`config.mk`:
```
export PLATFORM = sky130hd
export DESIGN_NAME = gps_sample_rx
export DESIGN_NICKNAME = d
export VERILOG_FILES = /design/src/rtl/gps_bridge_pkg.sv /design/src/rtl/gps_rx_fifo.sv /design/src/rtl/gps_sample_rx.sv
export SDC_FILE = /design/constraint.sdc
export NUM_CORES = 1
export LEC_CHECK = 0
export CAP_MARGIN = 10
export CORE_ASPECT_RATIO = 1.4
export CORE_UTILIZATION = 50
export CTS_BUF_LIST = sky130_fd_sc_hd__clkbuf_16
export DETAILED_ROUTE_END_ITERATION = 8
export PLACE_DENSITY_LB_ADDON = 0.05
export SYNTH_ARGS = -nofsm -noshare
export SYNTH_HDL_FRONTEND = slang
export SYNTH_SLANG_ARGS = --single-unit
```
`constraint.sdc`:
```
create_clock -name MCU_CLK_25_000 -period 2.6 [get_ports MCU_CLK_25_000]
set_input_delay 0.26 -clock MCU_CLK_25_000 [delete_from_list [all_inputs] [get_ports MCU_CLK_25_000]]
set_output_delay 0.26 -clock MCU_CLK_25_000 [all_outputs]
set_load 0.03 [all_outputs]
```
`src/rtl/gps_bridge_pkg.sv`:
```
// Shared constants for the GPS sample bridge: sample bit positions, receive FSM
// states, byte width and the default receive FIFO depth.
package gps_bridge_pkg;

   localparam int BYTE_W             = 8;
   localparam int DEFAULT_FIFO_DEPTH = 8;

   localparam logic [1:0] I0_POS = 2'd3;
   localparam logic [1:0] I1_POS = 2'd2;
   localparam logic [1:0] Q0_POS = 2'd1;
   localparam logic [1:0] Q1_POS = 2'd0;

   typedef enum logic [1:0] {
      ST_IDLE  = 2'd0,
      ST_RX    = 2'd1,
      ST_ABORT = 2'd2
   } rx_state_t;

   // Byte bit index for the n-th received bit: first nibble lands in [7:4].
   function automatic logic [2:0] bit_index(input logic [2:0] bit_cnt);
      logic [1:0] pos;
      case (bit_cnt[1:0])
         2'd0:    pos = I0_POS;
         2'd1:    pos = I1_POS;
         2'd2:    pos = Q0_POS;
         default: pos = Q1_POS;
      endcase
      return {~bit_cnt[2], pos};
   endfunction

endpackage

```
`src/rtl/gps_rx_fifo.sv`:
```
// Synchronous first-word-fall-through byte FIFO with sticky overflow and a
// registered "at least two free entries" flow-control flag.
module gps_rx_fifo
   import gps_bridge_pkg::*;
#(
   parameter int DEPTH = DEFAULT_FIFO_DEPTH
) (
   input  logic              clk,
   input  logic              rst_n,
   input  logic              push,
   input  logic [BYTE_W-1:0] din,
   input  logic              pop,
   output logic [BYTE_W-1:0] dout,
   output logic              empty,
   output logic              full,
   output logic              overflow,
   output logic              data_ready,
   output logic              push_accepted
);

   localparam int AW = $clog2(DEPTH);
   localparam logic [AW:0] OCC_FULL      = (AW+1)'(DEPTH);
   localparam logic [AW:0] OCC_READY_MAX = (AW+1)'(DEPTH - 2);

   logic [BYTE_W-1:0] mem [DEPTH];
   logic [AW-1:0]     wr_ptr;
   logic [AW-1:0]     rd_ptr;
   logic [AW:0]       occupancy;
   logic [AW:0]       occ_next;
   logic              pop_ok;

   assign empty         = (occupancy == '0);
   assign full          = (occupancy == OCC_FULL);
   assign pop_ok        = pop && !empty;
   // When full, a same-cycle pop frees the slot the push needs.
   assign push_accepted = push && (!full || pop);
   assign dout          = mem[rd_ptr];

   always_comb begin
      occ_next = occupancy;
      if (push_accepted && !pop_ok)
         occ_next = occupancy + 1'b1;
      else if (!push_accepted && pop_ok)
         occ_next = occupancy - 1'b1;
   end

   always_ff @(posedge clk) begin
      if (!rst_n) begin
         wr_ptr     <= '0;
         rd_ptr     <= '0;
         occupancy  <= '0;
         overflow   <= 1'b0;
         data_ready <= 1'b0;
         for (int i = 0; i < DEPTH; i++)
            mem[i] <= '0;
      end else begin
         if (push_accepted) begin
            mem[wr_ptr] <= din;
            wr_ptr      <= wr_ptr + 1'b1;
         end
         if (pop_ok)
            rd_ptr <= rd_ptr + 1'b1;
         if (push && full && !pop)
            overflow <= 1'b1;
         occupancy  <= occ_next;
         data_ready <= (occ_next <= OCC_READY_MAX);
      end
   end

endmodule

```
`src/rtl/gps_sample_rx.sv`:
```
// GPS I/Q sample receiver: deserialises I0,I1,Q0,Q1 bit groups from the MCU
// link into bytes and queues them in a FWFT FIFO.
module gps_sample_rx
   import gps_bridge_pkg::*;
#(
   parameter int FIFO_DEPTH = DEFAULT_FIFO_DEPTH,
   parameter int CNT_W      = 16
) (
   input  logic              MCU_CLK_25_000,
   input  logic              RESET_N,
   input  logic              MCU_SS,
   input  logic              MCU_SCK_EN,
   input  logic              MCU_MOSI,
   output logic              DATAREADY,
   input  logic              RD_EN,
   output logic [BYTE_W-1:0] DOUT,
   output logic              EMPTY,
   output logic              FULL,
   output logic              OVERFLOW,
   output logic              FRAME_ERR,
   output logic [CNT_W-1:0]  BYTE_COUNT
);

   rx_state_t         state;
   rx_state_t         state_next;
   logic              ss_q;
   logic              ss_fall;
   logic              sample;
   logic [2:0]        bit_cnt;
   logic [BYTE_W-1:0] shift_reg;
   logic [BYTE_W-1:0] byte_asm;
   logic              push_q;
   logic [BYTE_W-1:0] push_byte;
   logic              push_accepted;
   logic [CNT_W-1:0]  byte_count;

   assign ss_fall    = ss_q && !MCU_SS;
   assign FRAME_ERR  = (state == ST_ABORT);
   assign BYTE_COUNT = byte_count;

   always_comb begin
      state_next = state;
      sample     = 1'b0;
      case (state)
         ST_IDLE: begin
            if (ss_fall) begin
               state_next = ST_RX;
               sample     = MCU_SCK_EN;
            end
         end
         ST_RX: begin
            if (MCU_SS)
               state_next = (bit_cnt == 3'd0) ? ST_IDLE : ST_ABORT;
            else
               sample = MCU_SCK_EN;
         end
         ST_ABORT: state_next = ST_IDLE;
         default:  state_next = ST_IDLE;
      endcase
   end

   always_comb begin
      byte_asm                    = shift_reg;
      byte_asm[bit_index(bit_cnt)] = MCU_MOSI;
   end

   // Not reset, so a select held low through reset is never seen as a fall.
   always_ff @(posedge MCU_CLK_25_000) begin
      ss_q <= MCU_SS;
   end

   always_ff @(posedge MCU_CLK_25_000) begin
      if (!RESET_N) begin
         state      <= ST_IDLE;
         bit_cnt    <= '0;
         shift_reg  <= '0;
         push_q     <= 1'b0;
         push_byte  <= '0;
         byte_count <= '0;
      end else begin
         state  <= state_next;
         push_q <= sample && (bit_cnt == 3'd7);
         if (state == ST_ABORT) begin
            bit_cnt   <= '0;
            shift_reg <= '0;
         end else if (sample) begin
            bit_cnt <= bit_cnt + 3'd1;
            if (bit_cnt == 3'd7) begin
               push_byte <= byte_asm;
               shift_reg <= '0;
            end else begin
               shift_reg <= byte_asm;
            end
         end
         if (push_accepted)
            byte_count <= byte_count + 1'b1;
      end
   end

   gps_rx_fifo #(
      .DEPTH (FIFO_DEPTH)
   ) u_fifo (
      .clk           (MCU_CLK_25_000),
      .rst_n         (RESET_N),
      .push          (push_q),
      .din           (push_byte),
      .pop           (RD_EN),
      .dout          (DOUT),
      .empty         (EMPTY),
      .full          (FULL),
      .overflow      (OVERFLOW),
      .data_ready    (DATAREADY),
      .push_accepted (push_accepted)
   );

endmodule

```
==> impl_metrics.tcl <==
set metrics [dict create \
    status "complete, no violations" \
    fin_crit_ns 2.42 \
    largest_reg_flops 64 \
    die_w_um 90.0 \
    root_buffer "clkbuf_16" \
    dp_hpwl_um 7780 \
    post-route-drc-count 0 \
    areaGrowthSynthToFinish_pct 21.8 \
    synth_warnings 0 \
    netlist_instances 443 \
    drive_above_1_share 0.181 \
    postRouteWirelength_um 11000 \
    rows 44 \
    firstDrtPassIters 4 \
    gp_congestion 0.862 \
    start_kind "register" \
    synth_edf_count 64 \
    ant_nets 0 \
    path_max_fanout 7 \
    antenna_found_initial 0 \
    clk_latency_ns 0.41 \
    cts_made_buffers 17 \
    cts_tree "done" \
    holdBufCountCts 0 \
    worst_slew_pin_slew_ns 0.832 \
    criticalPathCategory "reg2out" \
    fin_area_um2 6600 \
    synth_top_area_cell "edfxtp_1" \
    diodes 0 \
    hp-class "in2reg" \
    yosys_most_used_dff "edfxtp_1" \
    num-nets-final 510 \
    largest_register "u_fifo.mem" \
    power_density_nw_per_um2 819 \
    boundaryPins 35 \
    synth.area.top_cells "edfxtp_1 35%, dfxtp_1 20%, and2_1 8.0%" \
    core_area_um2 10500 \
    crit_arrival_ns 2.16 \
    ys_types 52 \
    cap_violations 0 \
    final-setup-viol-count 0 \
    grt_max_degree 22 \
    period_share 0.929 \
    avgSynthCellArea_um2 12.2 \
    synth_fp_nets 459 \
    yosysSeqAreaShare 0.554 \
    port_buffers 34 \
    layout_commonest_cell "and2_1" \
    grt_pass1_wl_um 18000 \
    rsz0062_at_grt "false" \
    start_util 0.518 \
    cts_setup_buffers 0 \
    cp-end-kind "primary output" \
    finalSetupTns_ns 0 \
    ys_seq_elements 118 \
    wire_per_inst_um 17.0 \
    clock_sink_count 118 \
    fin_skew_ns 0.00935 \
    clk_path_buf_depth 2 \
    dpl_cell_area_um2 5980 \
    relSlewSlack 0.442 \
    worst_ir_drop_vdd_uv 576 \
    power.leakage_uw 0.00240 \
    dieArea_um2 11300 \
    netlist_area_um2 5420 \
    fin_util 0.631 \
    yosys.area.top_type_share 0.355 \
    maxSlewViolCount 0 \
    cts_max_level 4 \
    path_clk_slew_ns 0.06 \
    grt_pass1_vias 3446 \
    viasPerCell 5.29 \
    grt_overflow 0 \
    layout_common_cells "69 x and2_1, 64 x edfxtp_1, 54 x dfxtp_1, 50 x nor2_1, 25 x clkdlybuf4s50_1" \
    vias 3414 \
    drtIter0Drc 125 \
    final-hold-violation-count 0 \
    worstPathRequired_ns 2.34 \
    holdWs_ns 0.362 \
    max_freq_mhz 414 \
    die_h_um 125 \
    synthArstFlopShare 0 \
    grt_usage 0.213 \
]
==> path summary, 6_finish.rpt <==
path | endpoint | startpoint | slack [ns] | depth (start not counted)
min reg2reg | state[0] | state[1] | 0.45 | 1
min | ss_q | MCU_SS | 0.36 | 1
max | FULL | u_fifo.occupancy[1] | 0.18 | 5
max reg2reg | u_fifo.mem[5][1] | u_fifo.occupancy[1] | 0.31 | 7
==> critical path, stage by stage (launching register included) <==
cell and delay [ns]:
dfxtp_1 0.37, inv_1 0.10, ha_1 0.33, nand3b_4 0.16, inv_1 0.12, clkdlybuf4s50_1 0.68
==> area by class of cell <==
cell class	count	area [um^2]
inverter	12	45.0
clock inverter	15	205
fill	843	3860
clock buffer	17	425
tap	138	173
sequential	118	3000
multi-input combinational	297	2300
timing repair buffer	48	450
==> Yosys cell counts, types with 3 or more instances <==
| cell | instances |
|---|---|
| a21oi_1 | 7 |
| a22oi_1 | 8 |
| and2_1 | 69 |
| and3_1 | 6 |
| buf_1 | 3 |
| buf_2 | 5 |
| clkbuf_1 | 7 |
| dfxtp_1 | 54 |
| edfxtp_1 | 64 |
| ha_1 | 10 |
| inv_1 | 12 |
| mux2_2 | 16 |
| mux2i_1 | 11 |
| mux4_2 | 16 |
| nand2_1 | 16 |
| nand2b_1 | 8 |
| nand3_1 | 8 |
| nand4_1 | 3 |
| nor2_1 | 50 |
| nor3_1 | 9 |
| o21ai_0 | 8 |
| or3_1 | 3 |
| xnor2_1 | 8 |
| xor2_1 | 10 |
==> logic make-up (layout without fill, tap and decap cells) <==
group | count (synthesis) | count (layout) | share of synthesized area
compound gates | 40 | 40 | 0.0542
xor+xnor | 18 | 18 | 0.0291
flops | 118 | 118 | 0.554
simple gates | 186 | 186 | 0.198
fa+ha+maj | 10 | 10 | 0.0231
mux | 43 | 43 | 0.120
buf+inv | 28 | 92 | 0.0219
==> per-stage QoR <==
stage               power, uW  setup slack (ns)  instances
global placement         3010             0.337        613
floorplan                2750             0.354        443
finish                   5410             0.184        645
global route             5610            0.0834        645
detailed placement       3030             0.294        613
CTS                      5450            0.0686        645
==> routing by layer <==
layer / routed length [um] / vias to the layer above / track usage
met5: 0 / - / 0
met4: 236 / 0 / 0.0977
met3: 409 / 20 / 0.0426
met2: 5910 / 78 / 0.381
met1: 4440 / 1625 / 0.244
li1: - / 1691 / -
==> power breakdown <==
group / leakage, uW / internal (uW) / switching (uW)
combinational: 0.00105 / 379 / 455
sequential: 0.00104 / 2060 / 64.5
clock: 0.000305 / 1610 / 846
total: 0.00240 / 4040 / 1370
==> timing repair <==
item | CTS | global route
cloned | 0 | 0
setup endpoints to repair | 8 | 1
gates resized for setup | 8 | 1
Note: power is estimated with default switching activity, not from simulation.
